===== src/rtl/clk_div_ctrl.sv =====
// Programmable integer clock divider with 50% duty for odd and even ratios.
// Divisor changes and stop requests take effect only at output-period boundaries.
module clk_div_ctrl #(
  parameter int unsigned WIDTH       = 8,
  parameter int unsigned DEFAULT_DIV = 5
) (
  input  logic             clk_in,
  input  logic             rst,
  input  logic             enable,
  input  logic             cfg_valid,
  input  logic [WIDTH-1:0] cfg_div,
  output logic             cfg_ready,
  output logic             cfg_err,
  output logic             busy,
  output logic [WIDTH-1:0] div_active,
  output logic             clk_out,
  output logic             tick
);

  localparam logic [1:0] IDLE = 2'd0;
  localparam logic [1:0] RUN  = 2'd1;
  localparam logic [1:0] PEND = 2'd2;

  logic [1:0]       state_q, state_d;
  logic [WIDTH-1:0] cnt_q, cnt_d;
  logic [WIDTH-1:0] div_q, div_d;
  logic [WIDTH-1:0] pend_q, pend_d;
  logic [WIDTH-1:0] last_hi;
  logic             pos_q, pos_d, neg_q;
  logic             stop_q, stop_d;
  logic             err_q, err_d;
  logic             running, xfer, cfg_ok, wrap, halt;

  assign running   = (state_q != IDLE);
  assign cfg_ready = (state_q != PEND);
  assign xfer      = cfg_valid && cfg_ready;
  assign cfg_ok    = (cfg_div >= WIDTH'(2));
  assign wrap      = running && (cnt_q == div_q - WIDTH'(1));
  // A stop request seen at any point in the period is honoured at its wrap.
  assign halt      = !enable || stop_q;

  always_comb begin
    state_d = state_q;
    cnt_d   = cnt_q;
    div_d   = div_q;
    pend_d  = pend_q;
    stop_d  = stop_q;
    err_d   = xfer && !cfg_ok;
    case (state_q)
      RUN, PEND: begin
        if (!enable) stop_d = 1'b1;
        if (state_q == RUN && xfer && cfg_ok) begin
          pend_d  = cfg_div;
          state_d = PEND;
        end
        if (wrap) begin
          cnt_d = '0;
          if (state_q == PEND) div_d = pend_q;
          if (halt) begin
            state_d = IDLE;
            stop_d  = 1'b0;
            if (state_q == RUN && xfer && cfg_ok) div_d = cfg_div;
          end else if (state_q == PEND) begin
            state_d = RUN;
          end
        end else begin
          cnt_d = cnt_q + WIDTH'(1);
        end
      end
      default: begin
        stop_d = 1'b0;
        cnt_d  = '0;
        if (xfer && cfg_ok) div_d = cfg_div;
        if (enable) state_d = RUN;
      end
    endcase
  end

  // Last count of the high phase: floor(N/2) for odd N, N/2-1 for even N.
  assign last_hi = div_d[0] ? (div_d >> 1) : ((div_d >> 1) - WIDTH'(1));
  assign pos_d   = (state_d != IDLE) && (cnt_d <= last_hi);

  always_ff @(posedge clk_in or posedge rst) begin
    if (rst) begin
      state_q <= IDLE;
      cnt_q   <= '0;
      div_q   <= WIDTH'(DEFAULT_DIV);
      pend_q  <= '0;
      pos_q   <= 1'b0;
      stop_q  <= 1'b0;
      err_q   <= 1'b0;
    end else begin
      state_q <= state_d;
      cnt_q   <= cnt_d;
      div_q   <= div_d;
      pend_q  <= pend_d;
      pos_q   <= pos_d;
      stop_q  <= stop_d;
      err_q   <= err_d;
    end
  end

  // Half-cycle delayed copy; ANDed with pos_q it trims half an input period for odd N.
  always_ff @(negedge clk_in or posedge rst) begin
    if (rst) neg_q <= 1'b0;
    else     neg_q <= pos_q;
  end

  assign clk_out    = div_q[0] ? (pos_q & neg_q) : pos_q;
  assign tick       = running && (cnt_q == '0);
  assign busy       = (state_q == PEND);
  assign cfg_err    = err_q;
  assign div_active = div_q;

endmodule


===== config.mk =====
export PLATFORM = sky130hd
export DESIGN_NAME = clk_div_ctrl
export DESIGN_NICKNAME = d
export VERILOG_FILES = /design/src/rtl/clk_div_ctrl.sv
export SDC_FILE = /design/constraint.sdc
export NUM_CORES = 1
export LEC_CHECK = 0
export CAP_MARGIN = 20
export CORE_ASPECT_RATIO = 0.7
export CORE_MARGIN = 1
export CORE_UTILIZATION = 35
export DETAILED_ROUTE_END_ITERATION = 10
export DONT_BUFFER_PORTS = 1
export GPL_TIMING_DRIVEN = 0
export HOLD_SLACK_MARGIN = 0.05
export PLACE_DENSITY = 0.47
export SLEW_MARGIN = 25
export SYNTH_ARGS = -nofsm -noshare
export SYNTH_HDL_FRONTEND = slang
export SYNTH_SLANG_ARGS = --single-unit

===== constraint.sdc =====
create_clock -name clk_in -period 13.03 [get_ports clk_in]
set_clock_uncertainty 0.2 [all_clocks]
set_input_delay 1.303 -clock clk_in [delete_from_list [all_inputs] [get_ports clk_in]]
set_output_delay 1.303 -clock clk_in [all_outputs]
set_load 0.02 [all_outputs]

==> results.md <==
* Worst EP required at 11530 ps
* Clock transition at path regs at ~60 ps
* Reg-to-Reg Start: pos_q$_DFF_PP0_
* Clock latency on the worst-skew pair at 290 ps
* Critical path endpoint category: primary output
* CTS Buf Count at 5
* Switching power at roughly 0.34 mW
* Std cell rows at 24
* Netlist cell types at 50
* Total power at a little under 0.7 mW
* R2R Setup Slk at approximately 5800 ps
* Root Buffer Master: clkbuf_8
* Maximum clock path buffer count at 2
* H-tree depth at 2
* Clock power frac at a little over a tenth
* Detailed Route WL at roughly 6.0 mm
* Startpoint types: register
* DR DRC count at 0
* Routed Antenna Nets at 0
* I/O Buffers at 0
* Leading area contributor after synthesis: dfrtp_1
* Final net count at 289
* CP max-delay cell: dfrtn_1
* GPL Wtd Cong at 0.793
* Max Slew Vio Count at 0
* PwrDens at ~270 nW/um^2
* Sequential fraction of the synthesis area at between 30% and 40%
* Gate Count Post-Synth at 255
* Core Box Area at around 6300 sq um
* Multi-input gate area at ~1400 sq um
* Max Cap Viol at 0
* Post-synthesis async set-or-reset flop share at between 90% and 100%
* Worst slew pin tran at 660 ps
* Worst path top cell family by delay: flip-flops
* Arrival @ worst endpoint at ~7400 ps
* TNS Setup at 0 ps
* Clock Sinks at 30
* Setup CP Type: reg2out
* Maximum fanout along the worst path at 1
* Area Overhead vs Synth at 7.76%
* Max VDD drop at roughly 0.00012 V
* Reg-to-Reg End: neg_q$_DFF_NP0_
* Hpwl dp at 4.73 mm
* Yosys reg bits at 30
* Status: completed
* Most frequent cells in the layout: 27 x dfrtp_1, 22 x nor2_1, 19 x nand2_1, 15 x ha_1, 14 x inv_1
* Global Route Usage Sum at 18.6%
* Top_reg_cell synth: dfrtp_1
* Vias in the first global route at roughly 1.7k
* Netlist area before placement at 2320 sq um
* Die span in x at about 100 um
* Logic pwr share at roughly three fifths
* Hold_buf cts at 0
* Largest stage delay, worst path at 390 ps
* HP Class: reg2reg
* Pre-antenna DRT Iters at 4
* Top post-synthesis cells by area: dfrtp_1 29%, ha_1 8.1%, mux2_2 5.3%, mux2i_1 5.2%, xnor2_1 4.1%
* Share of cells above drive strength 1 at 15.2%
* Syn Area/Cell at ~9 sq um
* Vias at between 1.5k and 2k
* WHS Path Cells at 1
* PostCTS Resize Cnt at 0
* Final setup violation count at 0
* Internal at roughly 0.34 mW
* Rel. slew slack at 55.9%
* RSZ-0062 raised after global routing: false
* Die height at approximately 70 um
* Syn Nets at about 280
* Leading cell type in the layout, fill and taps excluded: dfrtp_1
* CP cell instances: o21a_1
* Worst path bufs/invs at 0
* Worst hold start: pend_q[0]$_DFFE_PP0P_
* Register area at about 750 sq um
* First-pass GRT wire length at about 10 mm
* Largest net degree at the start of global routing at 31
* Area share of the largest cell type after synthesis at slightly below 30%
* Detailed-route vias per instance at roughly 5.5
* Register share of total power at between 20 and 30%
* FF-to-FF path depth at 0
* Initial Utilization at 36.8%
* DR iter-0 viols at between 80 and 90
* Filler Cell Count at 644
* Synth warn at 0
* Hold Crit Endpoint: pend_q[0]$_DFFE_PP0P_
* Die area at 6970 sq um
* CTS tree: yes
* Leakage at roughly 1.1 nW
* Post-synth EDFFs at 0
* Ant diodes at 0
* Switch share at between 40% and 50%
* Routed len/inst at roughly 17 um
* Postcts setup bufs at 0
* Initial antenna violation count at 0
* I/O pin count at 25
* Hold_ws at 306 ps
* Congestion Overflow GR at 0
* Final Hold Viols at 0
-- power groups by stage --
stage / sequential (mW) / combinational, mW / clock [mW]
2_1_floorplan: 0.174 / 0.333 / 0
3_3_place_gp: 0.187 / 0.418 / 0
3_5_place_dp: 0.188 / 0.414 / 0
4_1_cts: 0.186 / 0.418 / 0.0776
5_1_grt: 0.193 / 0.467 / 0.0817
6_report: 0.186 / 0.416 / 0.0744
-- sequential cells by signal, summed over array words and instances, names as in the netlist --
register	cells
cfg_err	1
cnt_q	8
state_q	2
pend_q	8
div_active	8
neg_q	1
stop_q	1
pos_q	1
-- worst max-delay path by stage --
stage                               start              end  slack, ps  cells past startpoint
after floorplan           neg_q$_DFF_NP0_          clk_out       4440                      1
after global placement                rst  neg_q$_DFF_NP0_       4030                      1
after detailed placement  neg_q$_DFF_NP0_          clk_out       4410                      1
after CTS                 neg_q$_DFF_NP0_          clk_out       4090                      1
after global routing      neg_q$_DFF_NP0_          clk_out       4060                      1
final                     neg_q$_DFF_NP0_          clk_out       4110                      1
-- cell usage after synthesis, types with 2 or more instances --
cell type and number:
nand4_1 3, nor2b_1 4, nor3_1 12, o21a_1 2, o21ai_0 7, o31a_1 2
dfrtp_1 27, nor4_4 2, xnor2_1 11, o22ai_1 3, inv_1 15, o21ai_1 2
clkbuf_1 3, and4b_1 2, buf_2 5, buf_6 2, xor2_1 9, and3_1 7
a21o_1 2, nand2b_1 10, ha_1 15, nand2_1 19, nand3_1 8, mux2_2 11
nor2_1 22, a21oi_1 13, dfstp_2 2, mux2i_1 12, nor4_1 2
-- logic make-up (layout without fill, tap and decap cells) --
kind of cell	Yosys count	after routing	share of synthesized area [%]
DFF	30	30	32.4
adders and majority gates	15	15	8.08
xor gates and xnor gates	20	20	7.54
buffers and inverters	27	35	5.44
muxes	23	23	10.5
AOI/OAI and AO/OA	45	45	14.0
and+or+nand+nor	95	95	22.0
-- per-layer routing --
layer / vias to the layer above / wire (um) / share of wire (%) / global-route usage, %
li1: 915 / - / - / -
met5: - / 0 / 0 / 0
met4: 0 / 40 / 0.67 / 4.90
met1: 883 / 3200 / 54 / 30.4
met3: 4 / 419 / 7.0 / 4.20
met2: 64 / 2290 / 38 / 23.7
-- area by class of cell --
class	instances	share of cell area [%]
clock inverters	2	0.400
flip-flops and latches	30	30.1
multi-input cells	198	57.6
clock buffers	6	2.90
well taps	78	3.90
inverters	15	2.25
plain buffers	12	2.80
-- stage by stage --
step | worst slack (ps) | std cells | util [%] | area (sq um)
after global routing | 4060 | 341 | 39.7 | 2500
final | 4110 | 341 | 39.7 | 2500
after floorplan | 4440 | 255 | - | 2320
after CTS | 4090 | 341 | 39.7 | 2500
after global placement | 4030 | 333 | 38.4 | 2420
after detailed placement | 4410 | 333 | 38.4 | 2420
Note: power is estimated with default switching activity, not from simulation.
